`config.mk`:
```
export PLATFORM = sky130hd
export DESIGN_NAME = bram_burst_ctrl
export DESIGN_NICKNAME = d
export VERILOG_FILES = /design/src/rtl/bram_ctrl_pkg.sv /design/src/rtl/rd_valid_pipe.sv /design/src/rtl/bram_burst_ctrl.sv
export SDC_FILE = /design/constraint.sdc
export NUM_CORES = 1
export LEC_CHECK = 0
export ABC_AREA = 1
export BUFFER_PORTS_ARGS = -buffer_cell sky130_fd_sc_hd__buf_2
export CELL_PAD_IN_SITES_DETAIL_PLACEMENT = 0
export CELL_PAD_IN_SITES_GLOBAL_PLACEMENT = 1
export CORE_ASPECT_RATIO = 1.4
export CORE_UTILIZATION = 34
export DETAILED_ROUTE_END_ITERATION = 16
export PLACE_DENSITY_LB_ADDON = 0.1
export SETUP_SLACK_MARGIN = 0.3
export SLEW_MARGIN = 5
export SYNTH_ARGS = -nofsm -noshare
export SYNTH_HDL_FRONTEND = slang
export SYNTH_SLANG_ARGS = --single-unit
export TNS_END_PERCENT = 10
```
`constraint.sdc`:
```
create_clock -name clk -period 3.6 [get_ports clk]
set_input_delay 0.36 -clock clk [delete_from_list [all_inputs] [get_ports clk]]
set_output_delay 0.36 -clock clk [all_outputs]
set_load 0.02 [all_outputs]
```
`src/rtl/bram_ctrl_pkg.sv`:
```
// Shared definitions for the BRAM port controllers: FSM state encoding,
// byte-lane count derivation and the legal BRAM read-latency range.
// No ports (package).
package bram_ctrl_pkg;

    typedef enum logic [1:0] {
        IDLE  = 2'd0,
        RD    = 2'd1,
        DRAIN = 2'd2
    } state_t;

    localparam int unsigned MIN_RD_LATENCY = 1;
    localparam int unsigned MAX_RD_LATENCY = 3;

    // Number of byte lanes for a data width that is a multiple of 8.
    function automatic int unsigned num_byte(input int unsigned dat_width);
        return dat_width / 8;
    endfunction

    // True when the BRAM read latency is one the valid pipeline supports.
    function automatic bit rd_latency_ok(input int unsigned lat);
        return (lat >= MIN_RD_LATENCY) && (lat <= MAX_RD_LATENCY);
    endfunction

endpackage

```
`src/rtl/rd_valid_pipe.sv`:
```
// Valid shift register that tracks outstanding BRAM reads.
// Ports:
//   clk     in   clock
//   clr_n   in   synchronous active-low clear
//   push    in   a read is issued this cycle
//   vld     out  read data is on the BRAM output this cycle
//   pending out  issued reads still travelling toward the output stage
module rd_valid_pipe #(
    parameter int unsigned DEPTH = 1
) (
    input  logic clk,
    input  logic clr_n,
    input  logic push,
    output logic vld,
    output logic pending
);

    logic [DEPTH-1:0] stages;

    if (DEPTH == 1) begin : g_one
        always_ff @(posedge clk) begin
            if (!clr_n) begin
                stages <= '0;
            end else begin
                stages <= push;
            end
        end
        assign pending = 1'b0;
    end else begin : g_many
        always_ff @(posedge clk) begin
            if (!clr_n) begin
                stages <= '0;
            end else begin
                stages <= {stages[DEPTH-2:0], push};
            end
        end
        // Beats not yet in the output stage.
        assign pending = |stages[DEPTH-2:0];
    end

    assign vld = stages[DEPTH-1];

endmodule

```
`src/rtl/bram_burst_ctrl.sv`:
```
// BRAM port controller: single-beat byte-enable writes and burst reads with
// a valid/ready request handshake, configurable read latency and a hold
// register that keeps the last read beat on odat.
// Ports:
//   clk, rst                      clock, synchronous active-low reset
//   req_val/req_rdy               request handshake
//   req_wr, req_addr, req_len     request kind, word address, beats-1
//   req_be, idat                  write byte enables and data
//   odat, oval, busy              read data, read beat valid, burst active
//   mem_addr, mem_idat, mem_odat  BRAM address, write data, read data
//   mem_wren, mem_enb, mem_rst    BRAM byte write enables, enable, out reset
module bram_burst_ctrl
    import bram_ctrl_pkg::*;
#(
    parameter int unsigned DAT_WIDTH  = 32,
    parameter int unsigned ADDR_WIDTH = 32,
    parameter int unsigned ADDR_MODE  = 0,
    parameter int unsigned RD_LATENCY = 1,
    parameter int unsigned LEN_WIDTH  = 8
) (
    input  logic                            clk,
    input  logic                            rst,
    input  logic                            req_val,
    output logic                            req_rdy,
    input  logic                            req_wr,
    input  logic [ADDR_WIDTH-1:0]           req_addr,
    input  logic [LEN_WIDTH-1:0]            req_len,
    input  logic [num_byte(DAT_WIDTH)-1:0]  req_be,
    input  logic [DAT_WIDTH-1:0]            idat,
    output logic [DAT_WIDTH-1:0]            odat,
    output logic                            oval,
    output logic                            busy,
    output logic [ADDR_WIDTH-1:0]           mem_addr,
    output logic [DAT_WIDTH-1:0]            mem_idat,
    input  logic [DAT_WIDTH-1:0]            mem_odat,
    output logic [num_byte(DAT_WIDTH)-1:0]  mem_wren,
    output logic                            mem_enb,
    output logic                            mem_rst
);

    localparam int unsigned NUM_BYTE = num_byte(DAT_WIDTH);

    if (!rd_latency_ok(RD_LATENCY)) begin : g_bad_latency
        $error("bram_burst_ctrl: RD_LATENCY must be within 1..3");
    end
    if ((DAT_WIDTH % 8) != 0) begin : g_bad_width
        $error("bram_burst_ctrl: DAT_WIDTH must be a multiple of 8");
    end

    state_t                  state;
    logic [ADDR_WIDTH-1:0]   beat_addr;
    logic [LEN_WIDTH-1:0]    beat_cnt;
    logic [DAT_WIDTH-1:0]    hold;
    logic [ADDR_WIDTH-1:0]   word_addr;
    logic                    accept;
    logic                    wr_fire;
    logic                    rd_fire;
    logic                    rd_push;
    logic                    pending;

    // req_rdy is only ever high in IDLE, so it qualifies acceptance alone.
    assign accept  = req_val && req_rdy;
    assign wr_fire = accept && req_wr;
    assign rd_fire = accept && !req_wr;
    assign rd_push = (state == RD);

    rd_valid_pipe #(
        .DEPTH (RD_LATENCY)
    ) u_vpipe (
        .clk     (clk),
        .clr_n   (rst),
        .push    (rd_push),
        .vld     (oval),
        .pending (pending)
    );

    // Request FSM with registered handshake/status outputs and beat counters.
    always_ff @(posedge clk) begin
        if (!rst) begin
            state     <= IDLE;
            beat_addr <= '0;
            beat_cnt  <= '0;
            req_rdy   <= 1'b0;
            busy      <= 1'b0;
            hold      <= '0;
        end else begin
            case (state)
                IDLE: begin
                    if (rd_fire) begin
                        beat_addr <= req_addr;
                        beat_cnt  <= req_len;
                        state     <= RD;
                        req_rdy   <= 1'b0;
                        busy      <= 1'b1;
                    end else begin
                        // Also raises req_rdy on the first cycle after reset.
                        req_rdy <= 1'b1;
                    end
                end
                RD: begin
                    beat_addr <= beat_addr + ADDR_WIDTH'(1);
                    beat_cnt  <= beat_cnt - LEN_WIDTH'(1);
                    if (beat_cnt == '0) begin
                        state <= DRAIN;
                    end
                end
                DRAIN: begin
                    // Last beat is in the output stage this cycle.
                    if (!pending) begin
                        state   <= IDLE;
                        req_rdy <= 1'b1;
                        busy    <= 1'b0;
                    end
                end
                default: begin
                    state   <= IDLE;
                    req_rdy <= 1'b0;
                    busy    <= 1'b0;
                end
            endcase

            if (oval) begin
                hold <= mem_odat;
            end
        end
    end

    // Memory port: writes pass straight through, reads come from the beat counter.
    always_comb begin
        word_addr = beat_addr;
        mem_enb   = 1'b0;
        mem_wren  = '0;
        if (wr_fire) begin
            word_addr = req_addr;
            mem_enb   = 1'b1;
            mem_wren  = req_be;
        end else if (state == RD) begin
            mem_enb = 1'b1;
        end
    end

    assign mem_addr = word_addr << ADDR_MODE;
    assign mem_idat = idat;
    assign mem_rst  = 1'b0;
    assign odat     = oval ? mem_odat : hold;

    logic unused_ok;
    assign unused_ok = ^{NUM_BYTE[0]};

endmodule

```
Word level (Yosys, flattened, before mapping)

Index checks and enable logic that the tools add are counted.

Register bits after elaboration: 77
Input bits: 112

Add/sub/neg operators: 2
Equality and inequality tests: 4
Multiplexer cells: 16
Bitwise gates (word level): 1
Reduce and logical (&&, ||, !) cells: 10

Operator list:

| cell                                                | number |
|---|---|
| 2-to-1 mux 32 bit                                   | 3 |
| case mux 32 bit (2 select lines)                    | 1 |
| adder 32 x 1 -> 32 bit, second input constant       | 1 |
| case mux 8 bit (2 select lines)                     | 1 |
| zero test 8 bit                                     | 1 |
| 2-to-1 mux 8 bit                                    | 1 |
| subtractor 8 x 1 -> 8 bit, second input constant    | 1 |
| AND reduction 2 bit                                 | 3 |
| 2-to-1 mux 1 bit                                    | 4 |
| 2-to-1 mux 2 bit                                    | 2 |
| 2-to-1 mux 4 bit                                    | 1 |
| inequality test 2 bit, second input constant        | 2 |
| case mux 2 bit (2 select lines)                     | 1 |
| logical AND 1 bit                                   | 3 |
| case mux 1 bit (3 select lines)                     | 1 |
| equality test 2 x 1 -> 1 bit, second input constant | 1 |
| equality test 2 bit, second input constant          | 1 |
| zero test 2 bit                                     | 1 |
| case mux 1 bit (2 select lines)                     | 1 |
| nonzero test 2 bit                                  | 1 |
| zero test 1 bit                                     | 1 |
| inverter 1 bit                                      | 1 |

Depth between registers and ports, before layout

Gate-level depths: netlist (run 1).

Depth in word-level cells: 4
Depth in mapped cells: 11
Mapped depth without buffers: 11

Modules after synthesis

A second synthesis (run 1) with hierarchy kept.

Cell total of the unflattened synthesis: 833
Area total of the unflattened synthesis: 5086.1 um^2

By module, submodules not included:

| module          | instances | cells an instance | area each (um^2) |
|---|---|---|---|
| bram_burst_ctrl | 1         | 828               | 5047.3 |
| rd_valid_pipe   | 1         | 5                 | 38.8 |

Least setup slack after synthesis (run 1)

Ideal clock, no wire load.

Path type: reg2out
Start: register req_rdy
End: output port mem_addr[30]
Data arrival time: 1489 ps
Setup slack: 1751 ps
Cell stages (with the launch flop): 6
Path buffers: 1
Cells stage by stage: dfxtp_1 > nand2_1 > inv_2 > nand2_1 > clkbuf_1 > o21ai_0

Cells in the longest elaborated chain, start to end: 3

RTL lines:

| item                     | RTL line               | RTL |
|---|---|---|
| start: declaration       | bram_burst_ctrl.sv:24  | `output logic req_rdy,` |
| start signal: assignment | bram_burst_ctrl.sv:83  | `req_rdy <= 1'b0;` |
| start signal: assignment | bram_burst_ctrl.sv:93  | `req_rdy <= 1'b0;` |
| start signal: assignment | bram_burst_ctrl.sv:97  | `req_rdy <= 1'b1;` |
| logical AND 1 bit        | bram_burst_ctrl.sv:62  | `assign accept = req_val && req_rdy;` |
| logical AND 1 bit        | bram_burst_ctrl.sv:63  | `assign wr_fire = accept && req_wr;` |
| 2-to-1 mux 32 bit        | bram_burst_ctrl.sv:133 | `if (wr_fire) begin` |
| end: declaration         | bram_burst_ctrl.sv:33  | `output logic [ADDR_WIDTH-1:0] mem_addr,` |

Every way passes these cells.

Final worst setup path (run 1)

Start: register req_rdy
End: output port mem_addr[2]

The elaborated chain is that of the path after synthesis.

==> impl_metrics.prom, run 1 <==
# TYPE chip_impl_metric gauge
chip_impl_info{name="status",value="complete, no violations"} 1
chip_impl_info{name="synth_top_family_by_area",value="simple AND/OR/NAND/NOR gates"} 1
chip_impl_metric{name="cts.repair.resized",unit=""} 0
chip_impl_metric{name="clock-skew-final",unit="ns"} 0.0106
chip_impl_metric{name="nNetsFinal",unit=""} 1024
chip_impl_metric{name="fp.dieArea",unit="um^2"} 15100
chip_impl_info{name="tritoncts",value="done"} 1
chip_impl_metric{name="detailedRoute.firstIterationViolations",unit=""} 206
chip_impl_metric{name="max-cap-violations",unit=""} 0
chip_impl_info{name="critical_path.reg2reg.endpoint",value="beat_cnt[4]"} 1
chip_impl_metric{name="drt.antenna.violating_nets",unit=""} 0
chip_impl_metric{name="die-width",unit="um"} 104
chip_impl_metric{name="number_of_buffers_created_by_cts",unit=""} 9
chip_impl_metric{name="die_h",unit="um"} 145
chip_impl_metric{name="share_of_synthesized_cell_area_in_full_adder_half_adder_and_majority_cells",unit=""} 0.00754
chip_impl_metric{name="clock_latency",unit="ns"} 0.34
chip_impl_metric{name="io_buffers",unit=""} 151
chip_impl_metric{name="synth-warning-count",unit=""} 0
chip_impl_metric{name="crit_required",unit="ns"} 3.24
chip_impl_metric{name="syn-mean-instance-area",unit="um^2"} 6.14
chip_impl_metric{name="drc_violations",unit=""} 0
chip_impl_metric{name="dr_total_vias",unit=""} 5220
chip_impl_metric{name="total_power_density_per_cell_area",unit="nW/um^2"} 387
chip_impl_info{name="hp-class",value="in -> reg"} 1
chip_impl_metric{name="rows",unit=""} 51
chip_impl_metric{name="floorplan.initialDensity",unit=""} 0.353
chip_impl_metric{name="hold_buffers",unit=""} 0
chip_impl_metric{name="grt_pass1_wl",unit="um"} 25100
chip_impl_metric{name="layout-area-overhead-vs-synth",unit="%"} 18.4
chip_impl_metric{name="tightestPinTransition",unit="ns"} 0.922
chip_impl_metric{name="cp_max_fo",unit=""} 42
chip_impl_metric{name="worst_path_largest_cell_delay",unit="ns"} 0.40
chip_impl_metric{name="synthMuxAreaShare",unit=""} 0.00905
chip_impl_metric{name="setup_total_negative_slack",unit="ns"} 0
chip_impl_metric{name="worst-endpoint-arrival",unit="ns"} 2.08
chip_impl_metric{name="number_of_top_level_pins",unit=""} 217
chip_impl_metric{name="cp.buffers_inverters",unit=""} 3
chip_impl_metric{name="worst_setup_hold_path_clk_slew",unit="ns"} 0.06
chip_impl_metric{name="post-route-util",unit=""} 0.418
chip_impl_metric{name="max_clock_freq",unit="MHz"} 409
chip_impl_info{name="timing.hold.worst.start",value="mem_odat[10]"} 1
chip_impl_metric{name="cts.sink_count",unit=""} 77
chip_impl_metric{name="design.core.area",unit="um^2"} 14100
chip_impl_metric{name="critical_path_cell_count",unit=""} 6
chip_impl_metric{name="initial_antenna_violation_count",unit=""} 0
chip_impl_metric{name="totalWireLength",unit="um"} 15400
chip_impl_metric{name="hpwl",unit="um"} 11500
chip_impl_metric{name="post-cts-setup-buffers",unit=""} 0
chip_impl_metric{name="synthSimpleGateAreaFrac",unit=""} 0.368
chip_impl_metric{name="cts.path.max_buffers",unit=""} 2
chip_impl_metric{name="grt_start_max_net_pins",unit=""} 45
chip_impl_metric{name="synthesis.area",unit="um^2"} 4980
chip_impl_metric{name="synth-compound-area-share",unit=""} 0.155
chip_impl_metric{name="share_of_the_synthesized_netlist_area_taken_by_xor_and_xnor_gates",unit=""} 0.00528
chip_impl_metric{name="hold_viol_final",unit=""} 0
chip_impl_info{name="clock_tree.root_cell",value="clkbuf_16"} 1
chip_impl_info{name="crit_slowest_cell",value="nand2_2"} 1
chip_impl_metric{name="drive_gt1_frac",unit=""} 0.233
chip_impl_metric{name="fin_crit_sh",unit=""} 0.678
chip_impl_info{name="hold_path_end",value="hold[10]"} 1
chip_impl_metric{name="hold_depth",unit=""} 3
chip_impl_metric{name="r2r.worst_path.cells",unit=""} 8
chip_impl_metric{name="drt-vias-per-instance",unit=""} 4.75
chip_impl_metric{name="remaining_overflow_grt",unit=""} 0
chip_impl_metric{name="static-leakage-power",unit="nW"} 2.71
chip_impl_info{name="critPathCaptureType",value="output pin"} 1
chip_impl_metric{name="finalSetupViolCount",unit=""} 0
chip_impl_info{name="grt_setup_unrepaired",value="no"} 1
chip_impl_metric{name="place_congestion",unit=""} 0.889
chip_impl_metric{name="grt_pass1_vias",unit=""} 5176
chip_impl_info{name="timing.rr.start",value="req_rdy"} 1
chip_impl_metric{name="synthesis.nets",unit=""} 926
chip_impl_metric{name="ys_seq_area_frac",unit=""} 0.310
chip_impl_metric{name="maximum_level_of_the_cts_h_tree",unit=""} 3
chip_impl_metric{name="post_synth_num_cell_types",unit=""} 36
chip_impl_metric{name="grt_usage",unit=""} 0.206
chip_impl_info{name="critical_path_class",value="reg -> out"} 1
chip_impl_info{name="crit_path_start_kind",value="flop"} 1
chip_impl_metric{name="detail_route.wl_per_cell",unit="um"} 14.1
chip_impl_metric{name="drt_pre_antenna_iters",unit=""} 4
chip_impl_metric{name="antenna_cells",unit=""} 0
chip_impl_metric{name="ir_drop",unit="uV"} 201
chip_impl_metric{name="max-slew-margin-rel",unit=""} 0.385
chip_impl_metric{name="netlist_instances",unit=""} 811
chip_impl_metric{name="postSynthRegisterBits",unit=""} 77
chip_impl_metric{name="final_max_slew_viol_count",unit=""} 0
chip_impl_metric{name="setup.reg_to_reg.worst_slack",unit="ns"} 1.44
chip_impl_metric{name="fin_crit",unit="ns"} 2.44
chip_impl_info{name="crit_chain",value="nand2_1, inv_2, nand2_2, buf_4, o21ai_0, buf_2"} 1
chip_impl_info{name="top_delay_family_on_crit_path",value="buffers and inverters"} 1
==> cells in the mapped netlist (all sizes together) <==
| library cell | n | area [um^2] |
|---|---|---|
| nand2 | 295 | 1150 |
| inv | 81 | 304 |
| dfxtp | 77 | 1540 |
| nor2 | 73 | 358 |
| a21oi | 69 | 353 |
| o21ai | 58 | 290 |
| nand3 | 48 | 253 |
| buf | 47 | 329 |
| clkbuf | 22 | 82.6 |
| nor3 | 6 | 30.0 |
| o211ai | 6 | 45.0 |
| a211oi | 4 | 30.0 |
| mux2 | 4 | 45.0 |
| ha | 3 | 37.5 |
| nand4 | 3 | 18.8 |
| a22oi | 2 | 15.0 |
| nand3b | 2 | 15.0 |
| o221ai | 2 | 17.5 |
| o22ai | 2 | 12.5 |
| xor2 | 2 | 17.5 |
| clkinv | 1 | 3.75 |
| conb | 1 | 3.75 |
| nor4 | 1 | 6.26 |
| o311ai | 1 | 8.76 |
| xnor2 | 1 | 8.76 |
==> per-stage QoR <==
| step | cell area (um^2) | cells | power [mW] | hold WS, ns | setup WS (ns) |
|---|---|---|---|---|---|
| 6_report | 5890 | 1099 | 2.28 | 0.299 | 1.16 |
| 3_3_place_gp | 5590 | 1083 | 1.36 | 0.457 | 1.28 |
| 5_1_grt | 5890 | 1099 | 2.40 | 0.295 | 0.940 |
| 4_1_cts | 5890 | 1099 | 2.30 | 0.293 | 1.10 |
| 3_5_place_dp | 5590 | 1083 | 1.37 | 0.464 | 1.26 |
| 2_1_floorplan | 4980 | 811 | 1.27 | 0.447 | 1.75 |
==> layout make-up <==
cell class | count | area, um^2
Multi-Input combinational cell | 583 | 2720
Fill cell | 1582 | 8210
Timing Repair Buffer | 156 | 793
Clock inverter | 6 | 70.1
Tap cell | 185 | 231
Sequential cell | 77 | 1540
Inverter | 82 | 308
Clock buffer | 10 | 229
==> routing by layer <==
layer	track usage	share of wire	vias to the layer above
li1	-	-	2739
met1	0.216	0.40	2317
met2	0.397	0.53	142
met3	0.0400	0.039	22
met4	0.0757	0.026	0
met5	0	0	-
==> kinds of logic (layout without fill, tap and decap cells) <==
logic type               count (synthesis)  count (layout)
AO/OA/AOI/OAI                          144             144
XOR/XNOR                                 3               3
buffers and inverters                  151             254
multiplexers                             4               4
adder cells (fa/ha/maj)                  3               3
AND/OR/NAND/NOR                        428             428
flip-flops                              77              77
other                                    1               1
==> how the worst max path moves through the flow <==
stage,start,end
2_1_floorplan,req_rdy,mem_addr[30]
3_3_place_gp,req_val,beat_cnt[4]
3_5_place_dp,req_val,beat_cnt[4]
4_1_cts,req_rdy,mem_addr[2]
5_1_grt,req_rdy,mem_addr[2]
6_report,req_rdy,mem_addr[2]
==> power by group <==
group / leakage [nW] / internal, mW / total (mW) / switching [mW]
combinational: 1.95 / 0.146 / 0.408 / 0.262
clock: 0.136 / 0.542 / 0.929 / 0.386
sequential: 0.626 / 0.893 / 0.941 / 0.0484
total: 2.71 / 1.58 / 2.28 / 0.696
==> worst register-to-register path, stage by stage (launching register included) <==
cell	delay [ns]
dfxtp_1	0.32
nand2_1	0.07
inv_2	0.05
nand2_1	0.58
nand2_4	0.21
inv_2	0.51
nor2_1	0.08
o21ai_1	0.10
a21oi_1	0.08
==> flip-flops by register name (all words and copies together), names as in the netlist <==
name,cells
beat_addr,32
beat_cnt,8
busy,1
hold,32
req_rdy,1
state,2
u_vpipe.vld,1
==> placed cells by master, fill, tap and decap left out, types with 2 or more instances in the layout <==
master / netlist / final
a21oi_1: 67 / 67
inv_2: 4 / 5
a211oi_1: 4 / 4
clkbuf_16: 0 / 9
clkinvlp_4: 0 / 3
nand2_1: 282 / 281
o221ai_1: 2 / 2
nand2_2: 11 / 12
o22ai_1: 2 / 2
inv_1: 77 / 77
buf_2: 8 / 151
nand2_4: 2 / 2
dfxtp_1: 77 / 77
xor2_1: 2 / 2
inv_6: 0 / 2
buf_4: 38 / 5
nand3b_1: 2 / 2
nand3_1: 47 / 47
nand4_1: 3 / 3
o211ai_1: 6 / 6
nor2_4: 6 / 6
nor3_1: 6 / 6
nor2_1: 57 / 57
nor2_2: 9 / 9
ha_1: 3 / 3
mux2_2: 4 / 4
a22oi_1: 2 / 2
o21ai_0: 53 / 53
o21ai_1: 5 / 5
a21oi_2: 2 / 2
Note: power is estimated with default switching activity, not from simulation.
==> inputs of run 2 (changes only) <==
--- a/config.mk
+++ b/config.mk
@@ -5,12 +5,12 @@
 export SDC_FILE = /design/constraint.sdc
 export NUM_CORES = 1
 export LEC_CHECK = 0
-export ABC_AREA = 1
+export ABC_AREA = 0
 export BUFFER_PORTS_ARGS = -buffer_cell sky130_fd_sc_hd__buf_2
 export CELL_PAD_IN_SITES_DETAIL_PLACEMENT = 0
 export CELL_PAD_IN_SITES_GLOBAL_PLACEMENT = 1
 export CORE_ASPECT_RATIO = 1.4
-export CORE_UTILIZATION = 34
+export CORE_UTILIZATION = 30
 export DETAILED_ROUTE_END_ITERATION = 16
 export PLACE_DENSITY_LB_ADDON = 0.1
 export SETUP_SLACK_MARGIN = 0.3
==> constraint.sdc (replaced) <==
create_clock -name clk -period 2.2 [get_ports clk]
set_input_delay 0.22 -clock clk [delete_from_list [all_inputs] [get_ports clk]]
set_output_delay 0.22 -clock clk [all_outputs]
set_load 0.02 [all_outputs]
==> run 2 against run 1 <==
- clock skew fell by 0.0027 ns
- sequential cell count is the same
- clock-buffer cell count grew 3
- power increased by 65%
- hold slack got worse by 0.17 ns
- design area down 5.9%
- sequential share of layout area grew 1.7 points
- sequential power is 62% higher
- routed wire length is 15% lower
- clock power grew 77%
- setup slack got worse by 0.85 ns
- combinational power rose by 49%
- largest cell class unchanged
==> impl_metrics.prom, run 2 <==
# TYPE chip_impl_metric gauge
chip_impl_metric{name="drt_pre_antenna_iters",unit=""} 4
chip_impl_metric{name="detail_route.wl_per_cell",unit="um"} 16.0
chip_impl_info{name="yosysMostFrequentCell",value="dfxtp_1"} 1
chip_impl_metric{name="ys_seq_area_frac",unit=""} 0.350
chip_impl_metric{name="rows",unit=""} 52
chip_impl_metric{name="synth-warning-count",unit=""} 0
chip_impl_metric{name="maximum_level_of_the_cts_h_tree",unit=""} 3
chip_impl_info{name="most-common-layout-cells",value="151 x buf_2, 75 x dfxtp_1, 64 x mux2_2, 37 x and2_1, 33 x nor2_1"} 1
chip_impl_metric{name="setup_ws",unit="ns"} 0.305
chip_impl_metric{name="total_power_density_per_cell_area",unit="nW/um^2"} 679
chip_impl_metric{name="fin_crit_sh",unit=""} 0.861
chip_impl_metric{name="post-cts-setup-buffers",unit=""} 0
chip_impl_metric{name="sw_frac_of_total",unit=""} 0.261
chip_impl_metric{name="drive_gt1_frac",unit=""} 0.428
chip_impl_metric{name="fp.dieArea",unit="um^2"} 15200
chip_impl_metric{name="number_of_buffers_created_by_cts",unit=""} 9
chip_impl_metric{name="sw_pwr",unit="mW"} 0.981
chip_impl_metric{name="synth-edff-count",unit=""} 0
chip_impl_metric{name="postSynthRegisterBits",unit=""} 77
chip_impl_metric{name="power_frac_comb",unit=""} 0.161
chip_impl_info{name="synth_largest_area_cell",value="dfxtp_1"} 1
chip_impl_metric{name="drt-vias-per-instance",unit=""} 5.02
chip_impl_metric{name="die_h",unit="um"} 145
chip_impl_metric{name="io_buffers",unit=""} 151
chip_impl_metric{name="netlist_instances",unit=""} 501
chip_impl_metric{name="antenna_cells",unit=""} 0
chip_impl_metric{name="totalWireLength",unit="um"} 13100
chip_impl_metric{name="grt_pass1_wl",unit="um"} 21000
chip_impl_info{name="critical_path_class",value="reg -> reg"} 1
chip_impl_metric{name="synth_largest_type_area_fraction",unit=""} 0.350
chip_impl_info{name="top_regs",value="beat_addr: 32 flops, hold: 32 flops, beat_cnt: 8 flops"} 1
chip_impl_metric{name="initial_antenna_violation_count",unit=""} 0
chip_impl_metric{name="synthesis.nets",unit=""} 616
chip_impl_info{name="grt_setup_unrepaired",value="yes"} 1
chip_impl_metric{name="hold_viol_final",unit=""} 0
chip_impl_metric{name="drt.antenna.violating_nets",unit=""} 0
chip_impl_metric{name="fillCellCount",unit=""} 1540
chip_impl_info{name="ys_top_cells_by_count",value="77 x dfxtp_1, 64 x mux2_2, 37 x and2_1"} 1
chip_impl_metric{name="grt_usage",unit=""} 0.174
chip_impl_metric{name="clock-skew-final",unit="ns"} 0.00780
chip_impl_info{name="crit_path_start_kind",value="flop"} 1
chip_impl_metric{name="cts.path.max_buffers",unit=""} 2
chip_impl_info{name="hp-class",value="in -> reg"} 1
chip_impl_metric{name="cts.sink_count",unit=""} 77
chip_impl_metric{name="tightestPinTransition",unit="ns"} 0.664
chip_impl_metric{name="max-cap-violations",unit=""} 0
chip_impl_metric{name="synthArstFlopShare",unit=""} 0
chip_impl_metric{name="grt_start_max_net_pins",unit=""} 45
chip_impl_metric{name="static-leakage-power",unit="nW"} 2.56
chip_impl_metric{name="layout-area-overhead-vs-synth",unit="%"} 26.1
chip_impl_metric{name="multi_input_comb_area",unit="um^2"} 2440
chip_impl_metric{name="post-route-util",unit=""} 0.386
chip_impl_info{name="critPathCaptureType",value="flop"} 1
chip_impl_metric{name="setup_total_negative_slack",unit="ns"} 0
chip_impl_metric{name="final_max_slew_viol_count",unit=""} 0
chip_impl_metric{name="detailedRoute.firstIterationViolations",unit=""} 141
chip_impl_metric{name="cp_max_fo",unit=""} 6
chip_impl_metric{name="p_clk_frac",unit=""} 0.435
chip_impl_metric{name="grt_pass1_vias",unit=""} 4068
chip_impl_metric{name="post_synth_num_cell_types",unit=""} 63
chip_impl_metric{name="fin_cells",unit=""} 818
chip_impl_info{name="tritoncts",value="done"} 1
chip_impl_metric{name="remaining_overflow_grt",unit=""} 0
chip_impl_metric{name="place_congestion",unit=""} 0.783
chip_impl_metric{name="layout.area.seq",unit="um^2"} 1540
chip_impl_metric{name="fin_crit",unit="ns"} 1.90
chip_impl_metric{name="drc_violations",unit=""} 0
chip_impl_metric{name="max-slew-margin-rel",unit=""} 0.556
chip_impl_metric{name="ir_drop",unit="uV"} 286
chip_impl_info{name="clock_tree.root_cell",value="clkbuf_16"} 1
chip_impl_metric{name="floorplan.initialDensity",unit=""} 0.306
chip_impl_metric{name="hpwl",unit="um"} 9770
chip_impl_metric{name="worst_setup_hold_path_clk_slew",unit="ns"} 0.06
chip_impl_metric{name="worst-endpoint-arrival",unit="ns"} 2.12
chip_impl_metric{name="die-width",unit="um"} 104
chip_impl_info{name="dominantRegCellSynth",value="dfxtp_1"} 1
chip_impl_info{name="layout_commonest_cell",value="buf_2"} 1
chip_impl_metric{name="syn-mean-instance-area",unit="um^2"} 8.78
chip_impl_metric{name="clock_latency",unit="ns"} 0.33
chip_impl_metric{name="synthesis.area",unit="um^2"} 4400
chip_impl_metric{name="cell_internal_pwr",unit="mW"} 2.78
chip_impl_metric{name="number_of_top_level_pins",unit=""} 217
chip_impl_metric{name="preCtsSetupSlack",unit="ns"} 0.224
chip_impl_metric{name="dr_total_vias",unit=""} 4107
chip_impl_metric{name="finalSetupViolCount",unit=""} 0
chip_impl_metric{name="max_clock_freq",unit="MHz"} 528
chip_impl_metric{name="dp_cells",unit=""} 802
chip_impl_info{name="synth.top_cells.by_area",value="dfxtp_1 35%, mux2_2 16%, buf_4 5.6%"} 1
chip_impl_metric{name="power.share.sequential",unit=""} 0.404
chip_impl_metric{name="design.core.area",unit="um^2"} 14400
chip_impl_metric{name="crit_required",unit="ns"} 2.42
chip_impl_metric{name="nNetsFinal",unit=""} 739
chip_impl_info{name="status",value="complete, no violations"} 1
-- run 2: cell count changes after synthesis, sizes merged, moves of 10 or more --
cell | previous run | this run
mux2 | 4 | 64
nand3 | 48 | 26
nand2 | 295 | 31
and3 | 0 | 10
nor2 | 73 | 33
a21oi | 69 | 20
o21ai | 58 | 18
inv | 81 | 12
and2 | 0 | 38
-- run 2: worst paths after layout --
kind | from | to | slack (ns) | cells after the start
setup / recovery | beat_addr[0] | beat_addr[14] | 0.30 | 6
hold / removal | req_addr[21] | beat_addr[21] | 0.13 | 3
setup reg to reg | beat_addr[0] | beat_addr[14] | 0.30 | 6
hold reg to reg | busy | busy | 0.47 | 2
-- run 2: metal layers --
layer,track usage,vias to the layer above,part of all wire
met5,0,-,0
met4,0.0536,0,0.016
li1,-,2010,-
met1,0.207,1917,0.44
met2,0.306,165,0.49
met3,0.0395,15,0.058
-- run 2: power groups by stage --
stage / clock network, mW / logic (mW) / registers (mW)
4_1_cts: 1.68 / 0.614 / 1.52
2_1_floorplan: 0 / 0.453 / 1.53
6_report: 1.64 / 0.607 / 1.52
3_5_place_dp: 0 / 0.611 / 1.55
3_3_place_gp: 0 / 0.607 / 1.55
5_1_grt: 1.74 / 0.664 / 1.53
-- run 2: per-stage QoR --
| stage | total power, mW | area, um^2 | hold WS (ns) |
|---|---|---|---|
| 2_1_floorplan | 1.99 | 4400 | 0.342 |
| 3_3_place_gp | 2.15 | 5200 | 0.440 |
| 3_5_place_dp | 2.16 | 5200 | 0.440 |
| 4_1_cts | 3.81 | 5530 | 0.117 |
| 5_1_grt | 3.94 | 5550 | 0.123 |
| 6_report | 3.76 | 5550 | 0.128 |
-- run 2: area by class of cell --
| type | count | area share |
|---|---|---|
| multi-input combinational | 349 | 0.441 |
| sequential | 77 | 0.278 |
| timing repair buffer | 174 | 0.170 |
| clock buffer | 13 | 0.0469 |
| tap | 189 | 0.0426 |
| clock inverter | 3 | 0.0122 |
| inverter | 13 | 0.00880 |
-- run 2: critical path, stage by stage, from the launching register on --
cell and delay [ns]:
dfxtp_2 0.38, ha_2 0.23, and4_4 0.29, and2_1 0.22, nand3_1 0.16, o211a_1 0.24
o31a_1 0.26
-- run 2: logic make-up after synthesis --
logic type | share of synthesized area
other cells | 0.000853
mux | 0.166
simple gates | 0.234
xor+xnor | 0.0119
compound gates | 0.131
fa+ha+maj | 0.00854
flops | 0.350
buf+inv | 0.0970
-- run 2: what timing repair did --
action                                  4_1_cts  5_1_grt
resized for setup                             2        6
hold buffers                                  0        0
endpoints found under the setup margin        8       12
==> inputs of run 3 (changes only) <==
--- a/config.mk
+++ b/config.mk
@@ -11,6 +11,7 @@
 export CELL_PAD_IN_SITES_GLOBAL_PLACEMENT = 1
 export CORE_ASPECT_RATIO = 1.4
 export CORE_UTILIZATION = 30
+export CTS_BUF_LIST = sky130_fd_sc_hd__clkbuf_8 sky130_fd_sc_hd__clkbuf_16
 export DETAILED_ROUTE_END_ITERATION = 16
 export PLACE_DENSITY_LB_ADDON = 0.1
 export SETUP_SLACK_MARGIN = 0.3
==> run 3 against run 2 <==
- cell count unchanged
- hold slack unchanged
- via count about the same
- sequential share of layout area unchanged
- critical path type unchanged
- critical endpoint unchanged
- largest power group unchanged
- highest routed layer unchanged
==> impl_metrics.prom, run 3 (same netlist as run 2, synthesis figures left out) <==
# TYPE chip_impl_metric gauge
chip_impl_info{name="status",value="complete, no violations"} 1
chip_impl_metric{name="antenna_cells",unit=""} 0
chip_impl_metric{name="design.core.area",unit="um^2"} 14400
chip_impl_metric{name="crit_required",unit="ns"} 2.42
chip_impl_metric{name="hpwl",unit="um"} 9770
chip_impl_metric{name="hold_buffers",unit=""} 0
chip_impl_info{name="tritoncts",value="done"} 1
chip_impl_metric{name="layout-area-overhead-vs-synth",unit="%"} 26.1
chip_impl_info{name="crit_chain",value="ha_2, and4_4, and2_1, nand3_1, o211a_1, o31a_1"} 1
chip_impl_metric{name="layout.cell_area.non_filler",unit="um^2"} 5550
chip_impl_metric{name="drt_pre_antenna_iters",unit=""} 4
chip_impl_metric{name="initial_antenna_violation_count",unit=""} 0
chip_impl_metric{name="dp_cells",unit=""} 802
chip_impl_metric{name="fin_crit_sh",unit=""} 0.862
chip_impl_metric{name="detailedRoute.firstIterationViolations",unit=""} 141
chip_impl_metric{name="number_of_top_level_pins",unit=""} 217
chip_impl_metric{name="cell_internal_pwr",unit="mW"} 2.77
chip_impl_metric{name="place_congestion",unit=""} 0.783
chip_impl_metric{name="hold_viol_final",unit=""} 0
chip_impl_metric{name="io_buffers",unit=""} 151
chip_impl_metric{name="drt.antenna.violating_nets",unit=""} 0
chip_impl_metric{name="cts.sink_count",unit=""} 77
chip_impl_metric{name="ir_drop",unit="uV"} 286
chip_impl_metric{name="finalSetupViolCount",unit=""} 0
chip_impl_info{name="hp-class",value="in -> reg"} 1
chip_impl_metric{name="die-width",unit="um"} 104
chip_impl_info{name="grt_setup_unrepaired",value="yes"} 1
chip_impl_info{name="crit_slowest_cell",value="dfxtp_2"} 1
chip_impl_metric{name="cp_max_fo",unit=""} 6
chip_impl_metric{name="p_clk_frac",unit=""} 0.434
chip_impl_metric{name="die_h",unit="um"} 145
chip_impl_info{name="critPathCaptureType",value="flop"} 1
chip_impl_metric{name="sw_frac_of_total",unit=""} 0.262
chip_impl_metric{name="grt_pass1_vias",unit=""} 4068
chip_impl_metric{name="max-cap-violations",unit=""} 0
chip_impl_metric{name="grt_usage",unit=""} 0.174
chip_impl_info{name="layout_commonest_cell",value="buf_2"} 1
chip_impl_info{name="top_delay_family_on_crit_path",value="simple AND/OR/NAND/NOR gates"} 1
chip_impl_metric{name="setup_total_negative_slack",unit="ns"} 0
chip_impl_metric{name="dpl-instance-area",unit="um^2"} 5200
chip_impl_metric{name="fin_crit",unit="ns"} 1.90
chip_impl_info{name="critical_path_class",value="reg -> reg"} 1
chip_impl_metric{name="grt_start_max_net_pins",unit=""} 45
chip_impl_metric{name="clock-skew-final",unit="ns"} 0.00802
chip_impl_metric{name="total_power_density_per_cell_area",unit="nW/um^2"} 677
chip_impl_metric{name="totalWireLength",unit="um"} 13100
chip_impl_metric{name="tightestPinTransition",unit="ns"} 0.664
chip_impl_info{name="most-common-layout-cells",value="151 x buf_2, 75 x dfxtp_1, 64 x mux2_2, 37 x and2_1, 33 x nor2_1"} 1
chip_impl_metric{name="number_of_buffers_created_by_cts",unit=""} 9
chip_impl_metric{name="cts.path.max_buffers",unit=""} 2
chip_impl_metric{name="worst_path_largest_cell_delay",unit="ns"} 0.38
chip_impl_metric{name="max-slew-margin-rel",unit=""} 0.556
chip_impl_info{name="crit_path_start_kind",value="flop"} 1
chip_impl_metric{name="fp.dieArea",unit="um^2"} 15200
chip_impl_metric{name="dr_total_vias",unit=""} 4106
chip_impl_metric{name="grt_pass1_wl",unit="um"} 21000
chip_impl_metric{name="worst_setup_hold_path_clk_slew",unit="ns"} 0.06
chip_impl_metric{name="post-cts-setup-buffers",unit=""} 0
chip_impl_metric{name="max_clock_freq",unit="MHz"} 528
chip_impl_metric{name="maximum_level_of_the_cts_h_tree",unit=""} 3
chip_impl_metric{name="drive_gt1_frac",unit=""} 0.428
chip_impl_metric{name="rows",unit=""} 52
chip_impl_info{name="top_regs",value="beat_addr: 32 flops, hold: 32 flops, beat_cnt: 8 flops"} 1
chip_impl_metric{name="final_max_slew_viol_count",unit=""} 0
chip_impl_metric{name="clock_latency",unit="ns"} 0.33
chip_impl_metric{name="worst-endpoint-arrival",unit="ns"} 2.12
chip_impl_info{name="clock_tree.root_cell",value="clkbuf_16"} 1
chip_impl_metric{name="sw_pwr",unit="mW"} 0.982
chip_impl_metric{name="static-leakage-power",unit="nW"} 2.56
chip_impl_metric{name="fin_cells",unit=""} 818
chip_impl_metric{name="drc_violations",unit=""} 0
chip_impl_metric{name="power_frac_comb",unit=""} 0.162
chip_impl_metric{name="floorplan.initialDensity",unit=""} 0.306
chip_impl_metric{name="detail_route.wl_per_cell",unit="um"} 16.0
chip_impl_metric{name="remaining_overflow_grt",unit=""} 0
chip_impl_metric{name="power.share.sequential",unit=""} 0.405
chip_impl_metric{name="cp.buffers_inverters",unit=""} 0
chip_impl_metric{name="nNetsFinal",unit=""} 739
chip_impl_metric{name="drt-vias-per-instance",unit=""} 5.02
chip_impl_metric{name="cts.repair.resized",unit=""} 2
==> run 3: cell types whose count changed in the layout (fill, tap and decap cells not counted) <==
cell / change
clkbuf_1: -2
inv_1: +2
==> run 3: final timing paths <==
kind,slack (ns),to,cells past startpoint,from
worst max-delay path,0.30,beat_addr[14],6,beat_addr[0]
worst min-delay path,0.13,beat_addr[21],3,req_addr[21]
worst max register to register,0.30,beat_addr[14],6,beat_addr[0]
worst min register to register,0.47,busy,2,busy
==> run 3: final cells by class <==
class,instances,area (um^2)
Clock buffer,11,253
Clock inverter,5,75.1
Fill cell,1540,8830
Inverter,13,48.8
Multi-Input combinational cell,349,2440
Sequential cell,77,1540
Tap cell,189,236
Timing Repair Buffer,174,945
==> run 3: metrics by stage <==
| step | worst slack, ns | hold slack [ns] | power, mW | utilization |
|---|---|---|---|---|
| 2_1_floorplan | 0.402 | 0.342 | 1.99 | - |
| 3_3_place_gp | 0.268 | 0.440 | 2.15 | 0.362 |
| 3_5_place_dp | 0.224 | 0.440 | 2.16 | 0.362 |
| 4_1_cts | 0.255 | 0.117 | 3.80 | 0.385 |
| 5_1_grt | 0.247 | 0.123 | 3.93 | 0.386 |
| 6_report | 0.305 | 0.128 | 3.75 | 0.386 |
==> run 3: worst reg2reg max path, stage by stage, from the launching register on <==
cell and delay (ns):
dfxtp_2 0.38, ha_2 0.23, and4_4 0.29, and2_1 0.22
nand3_1 0.16, o211a_1 0.24, o31a_1 0.26
==> run 3: per-layer routing <==
metal  vias up  global-route usage  wire (um)
met1      1916               0.207       5730
met2       165               0.306       6400
met4         0              0.0536        205
met5         -                   0          0
li1       2010                   -          -
met3        15              0.0395        764
==> run 3: power by group through the flow <==
stage                     Clock, mW  Combinational [mW]  Sequential (mW)
after floorplan                   0               0.453             1.53
after global placement            0               0.607             1.55
after detailed placement          0               0.611             1.55
after CTS                      1.67               0.614             1.52
after global routing           1.74               0.664             1.53
final                          1.63               0.607             1.52
